File: src/rtl/rgb2gray_pkg.sv
// Shared constants and helpers for the streaming RGB->gray converter.
package rgb2gray_pkg;

    localparam int unsigned DEF_PIX_W = 8;
    localparam int unsigned DEF_ROWS  = 1153;
    localparam int unsigned DEF_COLS  = 2048;
    localparam int unsigned DEF_WR    = 2;
    localparam int unsigned DEF_WG    = 5;
    localparam int unsigned DEF_WB    = 1;
    localparam int unsigned DEF_SHIFT = 3;

    // Converter control states
    typedef logic [1:0] state_t;
    localparam state_t IDLE = 2'd0;
    localparam state_t RUN  = 2'd1;
    localparam state_t DONE = 2'd2;

    // Ceiling log2, valid for elaboration-time constants
    function automatic int unsigned clog2(input int unsigned value);
        int unsigned res;
        res = 0;
        for (int unsigned i = 0; i < 32; i++) begin
            if ((64'(1) << i) < 64'(value)) res = i + 1;
        end
        return res;
    endfunction

    // Width that holds WR*R + WG*G + WB*B without overflow
    function automatic int unsigned sum_width(input int unsigned pix_w,
                                              input int unsigned wr,
                                              input int unsigned wg,
                                              input int unsigned wb);
        return pix_w + clog2(wr + wg + wb + 1);
    endfunction

endpackage

File: src/rtl/rgb2gray_stream_if.sv
// Pixel-in / gray-out stream bundle for rgb2gray_stream.
interface rgb2gray_stream_if
    import rgb2gray_pkg::*;
#(
    parameter int unsigned PIX_W = DEF_PIX_W
);
    logic             s_valid;
    logic             s_ready;
    logic [PIX_W-1:0] s_red;
    logic [PIX_W-1:0] s_green;
    logic [PIX_W-1:0] s_blue;
    logic             m_valid;
    logic             m_ready;
    logic [PIX_W-1:0] m_gray;
    logic             m_eol;
    logic             m_eof;

    // Environment side: drives pixels and downstream ready
    modport master (
        output s_valid, s_red, s_green, s_blue, m_ready,
        input  s_ready, m_valid, m_gray, m_eol, m_eof
    );

    // Converter side
    modport slave (
        input  s_valid, s_red, s_green, s_blue, m_ready,
        output s_ready, m_valid, m_gray, m_eol, m_eof
    );
endinterface

File: src/rtl/rgb2gray_wsum.sv
// Stage 1: registered weighted channel sum with pipeline enable.
module rgb2gray_wsum #(
    parameter int unsigned PIX_W = 8,
    parameter int unsigned WR    = 2,
    parameter int unsigned WG    = 5,
    parameter int unsigned WB    = 1,
    parameter int unsigned SUM_W = 12
) (
    input  logic             clk,
    input  logic             rst,
    input  logic             en,
    input  logic             in_vld,
    input  logic [PIX_W-1:0] red,
    input  logic [PIX_W-1:0] green,
    input  logic [PIX_W-1:0] blue,
    output logic [SUM_W-1:0] sum_q,
    output logic             vld_q
);

    // Load the weighted sum whenever the pipeline advances
    always_ff @(posedge clk) begin
        if (rst) begin
            vld_q <= 1'b0;
            sum_q <= '0;
        end else if (en) begin
            vld_q <= in_vld;
            sum_q <= SUM_W'(WR) * SUM_W'(red)
                   + SUM_W'(WG) * SUM_W'(green)
                   + SUM_W'(WB) * SUM_W'(blue);
        end
    end

endmodule

File: src/rtl/rgb2gray_stream.sv
// Frame-aware streaming RGB->grayscale converter.
// Optional build macro GRAY_ROUND_EN: round-half-up before the shift
// (default build truncates).
module rgb2gray_stream
    import rgb2gray_pkg::*;
#(
    parameter int unsigned PIX_W = DEF_PIX_W,
    parameter int unsigned ROWS  = DEF_ROWS,
    parameter int unsigned COLS  = DEF_COLS,
    parameter int unsigned WR    = DEF_WR,
    parameter int unsigned WG    = DEF_WG,
    parameter int unsigned WB    = DEF_WB,
    parameter int unsigned SHIFT = DEF_SHIFT
) (
    input  logic              clk,
    input  logic              rst,
    input  logic              start,
    output logic              done,
    rgb2gray_stream_if.slave  bus
);

    localparam int unsigned SUM_W  = sum_width(PIX_W, WR, WG, WB);
    localparam int unsigned RSUM_W = SUM_W + 1;
    localparam int unsigned FRAME  = ROWS * COLS;
    localparam int unsigned CNT_W  = clog2(FRAME + 1);
    localparam int unsigned COL_W  = clog2(COLS + 1);
    localparam int unsigned ROW_W  = clog2(ROWS + 1);
`ifdef GRAY_ROUND_EN
    localparam int unsigned RND    = (2 ** SHIFT) / 2;
`else
    localparam int unsigned RND    = 0;
`endif
    localparam logic [PIX_W-1:0] GRAY_MAX = '1;

    state_t             state_q;
    state_t             state_nxt;
    logic [CNT_W-1:0]   in_cnt_q;
    logic [COL_W-1:0]   col_q;
    logic [COL_W-1:0]   col_nxt;
    logic [ROW_W-1:0]   row_q;
    logic [ROW_W-1:0]   row_nxt;
    logic               en;
    logic               accept;
    logic               out_acc;
    logic               start_go;
    logic               s1_vld;
    logic [SUM_W-1:0]   s1_sum;
    logic [RSUM_W-1:0]  rsum;
    logic [RSUM_W-1:0]  shifted;
    logic [PIX_W-1:0]   gray_c;

    // Handshake qualifiers; both stages move together when the output is free
    assign en          = !bus.m_valid | bus.m_ready;
    assign bus.s_ready = en & (state_q == RUN) & (in_cnt_q < CNT_W'(FRAME));
    assign accept      = bus.s_valid & bus.s_ready;
    assign out_acc     = bus.m_valid & bus.m_ready;
    assign start_go    = start & (state_q != RUN);

    // Next-state logic: a frame ends when its last output beat is taken
    always_comb begin
        state_nxt = state_q;
        case (state_q)
            IDLE:    if (start)                 state_nxt = RUN;
            RUN:     if (out_acc && bus.m_eof)  state_nxt = DONE;
            DONE:    if (start)                 state_nxt = RUN;
            default:                            state_nxt = IDLE;
        endcase
    end

    // State register and done flag
    always_ff @(posedge clk) begin
        if (rst) begin
            state_q <= IDLE;
            done    <= 1'b0;
        end else begin
            state_q <= state_nxt;
            done    <= (state_nxt == DONE);
        end
    end

    // Output position after this cycle's accepted beat (if any)
    always_comb begin
        col_nxt = col_q;
        row_nxt = row_q;
        if (out_acc) begin
            if (col_q == COL_W'(COLS - 1)) begin
                col_nxt = '0;
                row_nxt = (row_q == ROW_W'(ROWS - 1)) ? '0 : row_q + ROW_W'(1);
            end else begin
                col_nxt = col_q + COL_W'(1);
            end
        end
    end

    // Input and output position counters, cleared when a new frame is armed
    always_ff @(posedge clk) begin
        if (rst) begin
            in_cnt_q <= '0;
            col_q    <= '0;
            row_q    <= '0;
        end else if (start_go) begin
            in_cnt_q <= '0;
            col_q    <= '0;
            row_q    <= '0;
        end else begin
            if (accept) in_cnt_q <= in_cnt_q + CNT_W'(1);
            col_q <= col_nxt;
            row_q <= row_nxt;
        end
    end

    rgb2gray_wsum #(
        .PIX_W (PIX_W),
        .WR    (WR),
        .WG    (WG),
        .WB    (WB),
        .SUM_W (SUM_W)
    ) u_wsum (
        .clk    (clk),
        .rst    (rst),
        .en     (en),
        .in_vld (accept),
        .red    (bus.s_red),
        .green  (bus.s_green),
        .blue   (bus.s_blue),
        .sum_q  (s1_sum),
        .vld_q  (s1_vld)
    );

    // Stage 2 combinational: optional rounding, shift, saturate
    always_comb begin
        rsum    = RSUM_W'(s1_sum) + RSUM_W'(RND);
        shifted = rsum >> SHIFT;
        gray_c  = (shifted > RSUM_W'(GRAY_MAX)) ? GRAY_MAX : PIX_W'(shifted);
    end

    // Stage 2 output register; frame flags refer to the beat being loaded
    always_ff @(posedge clk) begin
        if (rst) begin
            bus.m_valid <= 1'b0;
            bus.m_gray  <= '0;
            bus.m_eol   <= 1'b0;
            bus.m_eof   <= 1'b0;
        end else if (en) begin
            bus.m_valid <= s1_vld;
            bus.m_gray  <= gray_c;
            bus.m_eol   <= s1_vld & (col_nxt == COL_W'(COLS - 1));
            bus.m_eof   <= s1_vld & (col_nxt == COL_W'(COLS - 1))
                                  & (row_nxt == ROW_W'(ROWS - 1));
        end
    end

endmodule

File: src/flat_wrapper.sv
// flat-port wrapper written by rule: the top's interface ports become plain ports
module rgb2gray_stream_flat import rgb2gray_pkg::*;
#(
    parameter int unsigned PIX_W = DEF_PIX_W,
    parameter int unsigned ROWS  = DEF_ROWS,
    parameter int unsigned COLS  = DEF_COLS,
    parameter int unsigned WR    = DEF_WR,
    parameter int unsigned WG    = DEF_WG,
    parameter int unsigned WB    = DEF_WB,
    parameter int unsigned SHIFT = DEF_SHIFT
)
  (clk, rst, start, done, bus_s_valid, bus_s_red, bus_s_green, bus_s_blue, bus_m_ready, bus_s_ready, bus_m_valid, bus_m_gray, bus_m_eol, bus_m_eof);
  rgb2gray_stream_if #(.PIX_W(PIX_W)) bus_i ();
  input  logic clk;
  input  logic rst;
  input  logic start;
  output logic done;
  input wire logic [$bits(bus_i.s_valid)-1:0] bus_s_valid;
  input wire logic [$bits(bus_i.s_red)-1:0] bus_s_red;
  input wire logic [$bits(bus_i.s_green)-1:0] bus_s_green;
  input wire logic [$bits(bus_i.s_blue)-1:0] bus_s_blue;
  input wire logic [$bits(bus_i.m_ready)-1:0] bus_m_ready;
  output wire logic [$bits(bus_i.s_ready)-1:0] bus_s_ready;
  output wire logic [$bits(bus_i.m_valid)-1:0] bus_m_valid;
  output wire logic [$bits(bus_i.m_gray)-1:0] bus_m_gray;
  output wire logic [$bits(bus_i.m_eol)-1:0] bus_m_eol;
  output wire logic [$bits(bus_i.m_eof)-1:0] bus_m_eof;
  assign bus_i.s_valid = bus_s_valid;
  assign bus_i.s_red = bus_s_red;
  assign bus_i.s_green = bus_s_green;
  assign bus_i.s_blue = bus_s_blue;
  assign bus_i.m_ready = bus_m_ready;
  assign bus_s_ready = bus_i.s_ready;
  assign bus_m_valid = bus_i.m_valid;
  assign bus_m_gray = bus_i.m_gray;
  assign bus_m_eol = bus_i.m_eol;
  assign bus_m_eof = bus_i.m_eof;
  rgb2gray_stream #(.PIX_W(PIX_W), .ROWS(ROWS), .COLS(COLS), .WR(WR), .WG(WG), .WB(WB), .SHIFT(SHIFT)) u_core (.clk(clk), .rst(rst), .start(start), .done(done), .bus(bus_i));
endmodule
File: config.mk
export PLATFORM = sky130hd
export DESIGN_NAME = rgb2gray_stream_flat
export DESIGN_NICKNAME = d
export VERILOG_FILES = /design/src/rtl/rgb2gray_pkg.sv /design/src/rtl/rgb2gray_stream_if.sv /design/src/rtl/rgb2gray_wsum.sv /design/src/rtl/rgb2gray_stream.sv /design/src/flat_wrapper.sv
export SDC_FILE = /design/constraint.sdc
export NUM_CORES = 1
export LEC_CHECK = 0
export ABC_CLOCK_PERIOD_IN_PS = 11600
export CORE_MARGIN = 2
export CORE_UTILIZATION = 61
export CTS_BUF_LIST = sky130_fd_sc_hd__clkbuf_8 sky130_fd_sc_hd__clkbuf_16
export DETAILED_ROUTE_END_ITERATION = 6
export PLACE_DENSITY = 0.85
export RECOVER_POWER = 100
export SYNTH_ARGS = -nofsm -noshare
export SYNTH_HDL_FRONTEND = slang
export SYNTH_SLANG_ARGS = --single-unit
File: constraint.sdc
create_clock -name clk -period 11.6 [get_ports clk]
set_input_delay 1.74 -clock clk [delete_from_list [all_inputs] [get_ports clk]]
set_output_delay 1.74 -clock clk [all_outputs]
set_load 0.005 [all_outputs]
== Yosys cells after proc, flatten, opt, wreduce, memory -nomap -nowiden ==
Index checks and enable logic that the tools add are counted.
Storage, ports and cells
  register bits after elaboration: 72
Operators by class
  add/subtract/negate cells: 5
  multipliers: 1
  magnitude comparators: 2
  equal/unequal tests: 8
  multiplexer cells: 9
  bitwise operators: 8
  reduce and logical (&&, ||, !) cells: 5
Operators by type and width (number)
  $mux W11: 3
  $eq A12 B11 Y1 const B: 2
  $mux W12: 2
  $add A22 B1 Y22 const B: 1
  $eq A11 B11 Y1 const B: 2
  $lt A22 B22 Y1 const B: 1
  $add A12 B1 Y12 const B: 1
  $add A12 B8 Y12: 1
  $add A9 B11 Y12: 1
  $add A11 B1 Y11 const B: 1
  $mul A3 B8 Y11 const A: 1
  $gt A9 B8 Y1 const B: 1
  $mux W8: 1
  $and A1 B1 Y1: 7
  $eq A2 B2 Y1 const B: 2
  $mux W2: 2
  $pmux W2 S2: 1
  $reduce_or A2 Y1: 2
  $eq A2 B1 Y1 const B: 1
  $logic_not A2 Y1: 1
  $ne A2 B1 Y1 const B: 1
  $logic_and A1 B1 Y1: 1
  $logic_not A1 Y1: 1
  $or A1 B1 Y1: 1

== Logic depth before layout (Yosys ltp) ==
Gate-level depths: netlist of run 1.
  depth after elaboration: 6
  depth in mapped cells: 12
  mapped depth without buffers: 12

== Cells and area by module ==
Synthesis of run 1 repeated with hierarchy kept, for this count alone.
Second synthesis, totals
  cell total of the unflattened synthesis: 519
  area total of the unflattened synthesis: 4406.7 um2
By module, submodules not included
  rgb2gray_stream: times used 1, cells each 362, area an instance 3030.4 um2
  rgb2gray_wsum: times used 1, cells each 157, area an instance 1376.3 um2

== Worst setup path after synthesis of run 1 ==
No wires, ideal clock.
  path type: input to register
  from: input port bus_s_green[1]
  to: register u_core.u_wsum.sum_q[10]
  library setup time: 0.122 ns
  arrival time: 4.730 ns
  setup slack: 6.748 ns
  stages: 12
  path through: ha_1 > inv_1 > fa_1 > fa_1 > inv_1 > fa_1 > a21o_1 > a21oi_1 > o21bai_1 > a2111oi_0 > nor3_1 > nand3b_1
Between the ends
  cells in the longest elaborated chain, start to end: 3
RTL lines
  start: declaration: line flat_wrapper.sv:20  | input wire logic [$bits(bus_i.s_green)-1:0] bus_s_green;
  $mul A3 B8 Y11: line rgb2gray_wsum.sv:28  | + SUM_W'(WG) * SUM_W'(green)
  $add A9 B11 Y12: line rgb2gray_wsum.sv:28
  $add A12 B8 Y12: line rgb2gray_wsum.sv:29  | + SUM_W'(WB) * SUM_W'(blue);
  end signal: assignment: line rgb2gray_wsum.sv:27  | sum_q <= SUM_W'(WR) * SUM_W'(red)
  end: declaration: line rgb2gray_wsum.sv:16  | output logic [SUM_W-1:0] sum_q,
Every way passes these cells.
A chain may end at the register's enable or synchronous reset.

== Worst setup path after layout of run 1 ==
  from: input port bus_m_ready
  to: output port bus_s_ready
Between the ends
  cells in the longest elaborated chain, start to end: 3
RTL lines
  start: declaration: line flat_wrapper.sv:22  | input wire logic [$bits(bus_i.m_ready)-1:0] bus_m_ready;
  $or A1 B1 Y1: line rgb2gray_stream.sv:53  | assign en = !bus.m_valid | bus.m_ready;
  $and A1 B1 Y1 (2 in series): line rgb2gray_stream.sv:54  | assign bus.s_ready = en & (state_q == RUN) & (in_cnt_q < CNT_W'(FRAME));
  end: declaration: line flat_wrapper.sv:23  | output wire logic [$bits(bus_i.s_ready)-1:0] bus_s_ready;
Every way passes these cells.

==> summary.md, run 1 <==
| Metric | Value |
|---|---|
| Outcome | `finished clean` |
| Final WL | `around 8600 um` |
| Fin. Hold Viols | `0` |
| Ratio of cells with drive above 1 in the final layout | `4.47%` |
| Number of global-route vias before repair | `3329` |
| CTS buffer count | `9` |
| Share of the synthesized area in the top cell type | `33.6%` |
| GRT Util Overall | `around 25%` |
| GRT Residual Overflow | `0` |
| Ranking of synthesized cells by area | `dfxtp_1 (34%), ha_1 (6.7%), fa_1 (6.3%)` |
| Largest net degree at the start of global routing | `34` |
| Critical path launch point type | `input pin` |
| Worst EP arrival | `3.61 ns` |
| Layout Nets | `~600` |
| Final core utilization | `between 70% and 80%` |
| Post-CTS setup buffers | `0` |
| YS warnings | `0` |
| Final Cell Area | `4700 um^2` |
| Ant. Diodes | `0` |
| Crit-path max FO | `7` |
| Flops & latches, synth | `69` |
| Clock power frac | `30.1%` |
| MaxCap Viol Count | `0` |
| Pleak | `1.83 nW` |
| Iteration-0 DRC Markers | `164` |
| WP data required | `9.86 ns` |
| Area grow syn2layout | `14.4%` |
| Die X | `86.0 um` |
| Fin crit period | `5.35 ns` |
| First-pass GRT wire length | `roughly 15000 um` |
| Hold_buf cts | `0` |
| Number of synthesized flops with an enable pin | `0` |
| Synth area leader | `dfxtp_1` |
| Slew @ Worst Pin | `between 1 and 1.5 ns` |
| H-tree levels | `3` |
| Design Power | `0.000586 W` |
| Initial Util | `a little under two thirds` |
| DR WL/cell | `14.0 um` |
| DRC viols | `0` |
| Min-Delay Path Class | `reg -> reg` |
| Worst-skew pair later-pin latency | `0.35 ns` |
| Antenna violations before repair | `0` |
| Peak VDD IR | `0.0662 mV` |
| Most used DFF post-synth | `dfxtp_1` |
| Gate Count Post-Synth | `497` |
| Worst setup path class | `in -> out` |
| Crit path cell chain | `dlygate4sd3_1 > nor2b_1 > nor2_1 > and2_0 > clkdlybuf4s50_1` |
| Die Ht | `~86 um` |
| Detailed placement HPWL | `~6300 um` |
| Post-Syn Area | `4110 um^2` |
| Sequential share of the synthesized area | `about a third` |
| GPL Wtd Cong | `approximately 0.89` |
| Slew headroom | `7.29%` |
| Setup total negative slack | `0 ns` |
| Synth unique cells | `62` |
| Syn avg cell area | `8.26 um^2` |
| Final worst-path cycle share | `between 40% and 50%` |
| Net Sw Power | `approximately 0.00018 W` |
| Fin Clk Skew | `slightly below 0.009 ns` |
| Routed Antenna Nets | `0` |
| Crit end category | `primary output` |
| Core ar. | `6420 um^2` |
| Io pins | `42` |
| Sequential power share | `45.2%` |
| Comb pwr share | `24.8%` |
| Power Density | `125 nW/um^2` |
| Slowest cell on crit path | `dlygate4sd3_1` |
| Switching portion of total power | `30.2%` |
| Largest stage delay, worst path | `0.67 ns` |
| CTS Root Cell | `clkbuf_8` |
| Commonest non-fill, non-tap cell in the layout | `dfxtp_1` |
| IO buf count | `41` |
| CTS tree | `built` |
| Drt first pass iters | `5` |
| DR vias/cell | `5.90` |
| RSZ-0062 raised after global routing | `no` |
| Pins Over Slew Limit | `0` |
| Area after DPL | `4530 um^2` |
| Die area | `around 7400 um^2` |
| FP Rows | `29` |
| Int Pwr | `between 0.0004 and 0.0005 W` |
| Most frequent cells in the layout | `dfxtp_1 (69), nor2_1 (49), inv_1 (46)` |
| Async set-reset flop share out of synthesis | `0%` |
| Clock transition at path regs | `roughly 0.07 ns` |
| Vias post-DR | `around 3600` |
| CTS Sinks | `69` |
| CTS max path bufs | `2` |
| Final Setup Violations | `0` |
| Syn nets | `561` |
| Post-cts sizing count | `0` |
| Achievable Freq | `about 190 MHz` |
[routing by layer]
metal  routed length [um]  share of wire, %  global-route usage [%]  vias up
met3                  371               4.3                    6.06       14
met2                 4270                50                    41.9       91
met5                    0                 0                       0        -
li1                     -                 -                       -     1829
met1                 3810                44                    30.2     1690
met4                  126               1.5                    8.08        0
[power groups by stage]
stage               logic (W)  clock network [W]  registers (W)
detailed placement   0.000148                  0       0.000270
floorplan            0.000103                  0       0.000268
finish               0.000145           0.000176       0.000265
CTS                  0.000149           0.000179       0.000265
global route         0.000165           0.000191       0.000267
global placement     0.000142                  0       0.000270
[path summary, 6_finish.rpt]
path / slack, ns / end / cells past startpoint / startpoint
worst max-delay path: 6.25 / bus_s_ready / 5 / bus_m_ready
worst min register to register: 0.45 / u_core.u_wsum.sum_q[5] / 2 / u_core.u_wsum.sum_q[5]
worst max register to register: 8.85 / u_core.bus.m_eof / 7 / u_core.col_q[0]
worst min-delay path: 0.45 / u_core.u_wsum.sum_q[5] / 2 / u_core.u_wsum.sum_q[5]
[final cells by class]
class / instances / area, um^2
inverters: 46 / 173
clock inverters: 6 / 38.8
multi-input cells: 364 / 2450
well taps: 77 / 96.3
fillers: 507 / 1720
flip-flops and latches: 69 / 1380
clock buffers: 10 / 138
repair buffers: 42 / 418
[flip-flops by register name, indices dropped and copies added (netlist names)]
signal               count
u_core.bus.m_eol         1
u_core.done              1
u_core.bus.m_eof         1
u_core.u_wsum.vld_q      1
u_core.state_q           2
u_core.bus.m_gray        8
u_core.row_q            11
u_core.u_wsum.sum_q      9
u_core.col_q            12
u_core.in_cnt_q         22
u_core.bus.m_valid       1
[logic make-up (layout without fill, tap and decap cells)]
logic type	Yosys count	after routing	synth area share, %
AND/OR/NAND/NOR	204	204	26.5
AO/OA/AOI/OAI	101	101	15.3
flip-flops	69	69	33.6
buffers and inverters	64	104	6.34
adder cells (fa/ha/maj)	35	35	13.0
XOR/XNOR	22	22	4.69
multiplexers	2	2	0.488
[cells in the mapped netlist (all sizes together), types with 7 or more instances]
master,n
a21oi,44
and2,7
clkbuf,13
dfxtp,69
fa,13
ha,22
inv,46
nand2,34
nand3,15
nand4,18
nor2,49
nor3,27
o21ai,21
or3,17
xnor2,10
xor2,12
[critical path: cells and delay by family]
kind,cells,cell delay (ns)
buffers and inverters,2,1.18
AND/OR/NAND/NOR,3,0.69
[stage by stage]
step                hold slack [ns]  cells  setup WS, ns
detailed placement            0.446    598          6.09
global placement              0.441    598          6.17
global route                  0.477    614          6.09
floorplan                     0.433    497          6.75
CTS                           0.455    614          6.37
finish                        0.455    614          6.25
Power figures use the tool's default switching activity.
==> run 2: changes to the inputs <==
--- a/config.mk
+++ b/config.mk
@@ -5,12 +5,12 @@
 export SDC_FILE = /design/constraint.sdc
 export NUM_CORES = 1
 export LEC_CHECK = 0
-export ABC_CLOCK_PERIOD_IN_PS = 11600
+export ABC_CLOCK_PERIOD_IN_PS = 4850
 export CORE_MARGIN = 2
-export CORE_UTILIZATION = 61
+export CORE_UTILIZATION = 52
 export CTS_BUF_LIST = sky130_fd_sc_hd__clkbuf_8 sky130_fd_sc_hd__clkbuf_16
 export DETAILED_ROUTE_END_ITERATION = 6
-export PLACE_DENSITY = 0.85
+export PLACE_DENSITY = 0.77
 export RECOVER_POWER = 100
 export SYNTH_ARGS = -nofsm -noshare
 export SYNTH_HDL_FRONTEND = slang
==> constraint.sdc (replaced) <==
create_clock -name clk -period 4.85 [get_ports clk]
set_input_delay 0.7275 -clock clk [delete_from_list [all_inputs] [get_ports clk]]
set_output_delay 0.7275 -clock clk [all_outputs]
set_load 0.005 [all_outputs]
==> summary.md, run 2 (synthesis results as in run 1) <==
| Metric | Value |
|---|---|
| Pins Over Slew Limit | `11` |
| CTS tree | `built` |
| Comb pwr share | `22.2%` |
| Clock transition at path regs | `about 0.07 ns` |
| Detailed placement HPWL | `6170 um` |
| Min-delay src | `u_core.u_wsum.sum_q[3]` |
| Slowest cell on crit path | `a2111oi_0` |
| Number of global-route vias before repair | `3447` |
| Area after DPL | `4570 um^2` |
| Int Pwr | `0.00115 W` |
| Initial Util | `53.4%` |
| Violated checks | `max-capacitance violations, max-slew violations` |
| Fill count | `716` |
| Most frequent cell on the critical path | `fa_1` |
| Achievable Freq | `between 200 and 250 MHz` |
| Drt first pass iters | `5` |
| Slew @ Worst Pin | `1.55 ns` |
| Antenna violations before repair | `0` |
| Fin Clk Skew | `0.0108 ns` |
| GPL Wtd Cong | `0.906` |
| WHS Path Cells | `2` |
| Largest net degree at the start of global routing | `34` |
| Die Ht | `between 90 and 100 um` |
| Register area | `1380 um^2` |
| MaxCap Viol Count | `1` |
| Slew headroom | `-4.55%` |
| Net Sw Power | `0.000430 W` |
| Placement Setup Slack | `0.341 ns` |
| CTS max path bufs | `2` |
| Iteration-0 DRC Markers | `between 100 and 150` |
| Most frequent cells in the layout | `dfxtp_1 (69), nor2_1 (49), inv_1 (46)` |
| Core ar. | `7690 um^2` |
| Min-Delay Path Class | `reg -> reg` |
| Worst r2r path cells | `7` |
| CTS buffer count | `9` |
| Hold_buf cts | `0` |
| Outcome | `finished with violations` |
| Worst setup path class | `in -> reg` |
| WP data required | `5.09 ns` |
| Largest stage delay, worst path | `0.58 ns` |
| Area grow syn2layout | `17.2%` |
| Power Density | `roughly 330 nW/um^2` |
| DRC viols | `0` |
| Ant. Diodes | `0` |
| CTS Sinks | `69` |
| Top reg by flops | `u_core.in_cnt_q` |
| Pleak | `1.87 nW` |
| Sequential power share | `40.0%` |
| Hold WS | `0.459 ns` |
| GRT Util Overall | `21.4%` |
| H-tree levels | `3` |
| First-pass GRT wire length | `around 15000 um` |
| Final Setup Violations | `0` |
| Io pins | `42` |
| Reg2reg setup slack | `1.97 ns` |
| Post-CTS setup buffers | `0` |
| Post-cts sizing count | `0` |
| Critical R2R Capture | `u_core.bus.m_eof` |
| Peak VDD IR | `0.178 mV` |
| GRT Residual Overflow | `0` |
| Final Cell Area | `between 4000 and 5000 um^2` |
| Commonest non-fill, non-tap cell in the layout | `dfxtp_1` |
| Crit-path max FO | `2` |
| R2r startpoint | `u_core.col_q[0]` |
| Layout Nets | `approximately 600` |
| Setup total negative slack | `0 ns` |
| DR WL/cell | `approximately 13 um` |
| Final WL | `8630 um` |
| Area of the multi-input gates | `about 2500 um^2` |
| Clock power frac | `37.8%` |
| Worst-skew pair later-pin latency | `0.35 ns` |
| Ratio of cells with drive above 1 in the final layout | `about 4.3%` |
| Vias post-DR | `between 3000 and 4000` |
| Final setup margin | `0.552 ns` |
| DR vias/cell | `about 5.6` |
| Routed Antenna Nets | `0` |
| IO buf count | `41` |
| Crit path cell chain | `dlygate4sd3_1 > ha_1 > inv_1 > fa_1 > fa_1 > inv_1 > fa_1 > a21o_1 > a21oi_1 > o21bai_1 > a2111oi_0 > nor3_1 > nand3b_1` |
| Fin. Hold Viols | `0` |
| Die area | `8620 um^2` |
| Largest registers | `u_core.in_cnt_q x22, u_core.col_q x12, u_core.row_q x11` |
| FP Rows | `32` |
| Critical path launch point type | `input pin` |
| Fin crit period | `4.30 ns` |
| Hold EP | `u_core.u_wsum.sum_q[3]` |
| Worst EP arrival | `4.54 ns` |
| Crit end category | `register` |
| CTS Root Cell | `clkbuf_8` |
| RSZ-0062 raised after global routing | `no` |
| Die X | `92.9 um` |
| Final worst-path cycle share | `between 80% and 90%` |
| Switching portion of total power | `27.2%` |
| Number of flip-flops in the largest register | `22` |
-- run 2: changes by cell type in the layout (fill, tap and decap cells not counted) --
cell / delta
and2_0: +1
and2_1: -1
buf_4: -1
bufinv_16: +3
clkbuf_1: +2
clkbuf_8: +1
clkinv_2: -3
clkinvlp_4: -1
-- run 2: worst max-delay path: cells and delay by family --
kind                     cells  cell delay (ns)
AO/OA/AOI/OAI                4             1.08
adder cells (fa/ha/maj)      4             1.71
buffers and inverters        3             0.71
AND/OR/NAND/NOR              2             0.30
-- run 2: metrics by stage --
step / std cells / utilization (%) / power [W]
5_1_grt: 640 / 62.6 / 0.00167
4_1_cts: 640 / 62.8 / 0.00160
6_report: 640 / 62.6 / 0.00158
3_5_place_dp: 624 / 59.5 / 0.00100
2_1_floorplan: 497 / - / 0.000890
3_3_place_gp: 624 / 59.5 / 0.000989
-- run 2: power groups by stage --
| stage | clock (W) | combinational [W] | sequential (W) |
|---|---|---|---|
| 6_report | 0.000599 | 0.000351 | 0.000633 |
| 5_1_grt | 0.000631 | 0.000405 | 0.000637 |
| 4_1_cts | 0.000603 | 0.000360 | 0.000633 |
| 3_5_place_dp | 0 | 0.000354 | 0.000646 |
| 3_3_place_gp | 0 | 0.000344 | 0.000645 |
| 2_1_floorplan | 0 | 0.000247 | 0.000642 |
-- run 2: how the worst max path moves through the flow --
stage	from	endpoint	slack, ns
after floorplan	bus_s_green[1]	u_core.u_wsum.sum_q[10]	1.01
after global placement	bus_s_green[1]	u_core.u_wsum.sum_q[10]	0.43
after detailed placement	bus_s_green[1]	u_core.u_wsum.sum_q[10]	0.34
after CTS	bus_s_green[3]	u_core.u_wsum.sum_q[10]	0.68
after global routing	bus_s_green[1]	u_core.u_wsum.sum_q[10]	0.21
final	bus_s_green[1]	u_core.u_wsum.sum_q[10]	0.55
-- run 2: layout make-up --
class                   instances  share of cell area [%]
repair buffers                 43                    8.69
well taps                     102                    2.65
multi-input cells             364                    51.0
inverters                      46                    3.59
clock buffers                  11                    3.15
clock inverters                 5                    2.21
flip-flops and latches         69                    28.7
-- run 2: routing by layer --
| metal | share of wire (%) | vias up | wire [um] | GRT usage, % |
|---|---|---|---|---|
| met1 | 47 | 1681 | 4070 | 26.8 |
| met4 | 1.9 | 0 | 161 | 8.70 |
| met2 | 47 | 74 | 4040 | 35.4 |
| li1 | - | 1831 | - | - |
| met3 | 4.2 | 14 | 359 | 5.04 |
| met5 | 0 | - | 0 | 0 |
==> run 3: changes to the inputs <==
--- a/config.mk
+++ b/config.mk
@@ -9,7 +9,9 @@
 export CORE_MARGIN = 2
 export CORE_UTILIZATION = 52
 export CTS_BUF_LIST = sky130_fd_sc_hd__clkbuf_8 sky130_fd_sc_hd__clkbuf_16
+export CTS_CLUSTER_SIZE = 28
 export DETAILED_ROUTE_END_ITERATION = 6
+export HOLD_SLACK_MARGIN = 0.08
 export PLACE_DENSITY = 0.77
 export RECOVER_POWER = 100
 export SYNTH_ARGS = -nofsm -noshare
==> results of run 3 <==
Final layout, timing and power as in run 2 (identical DEF).
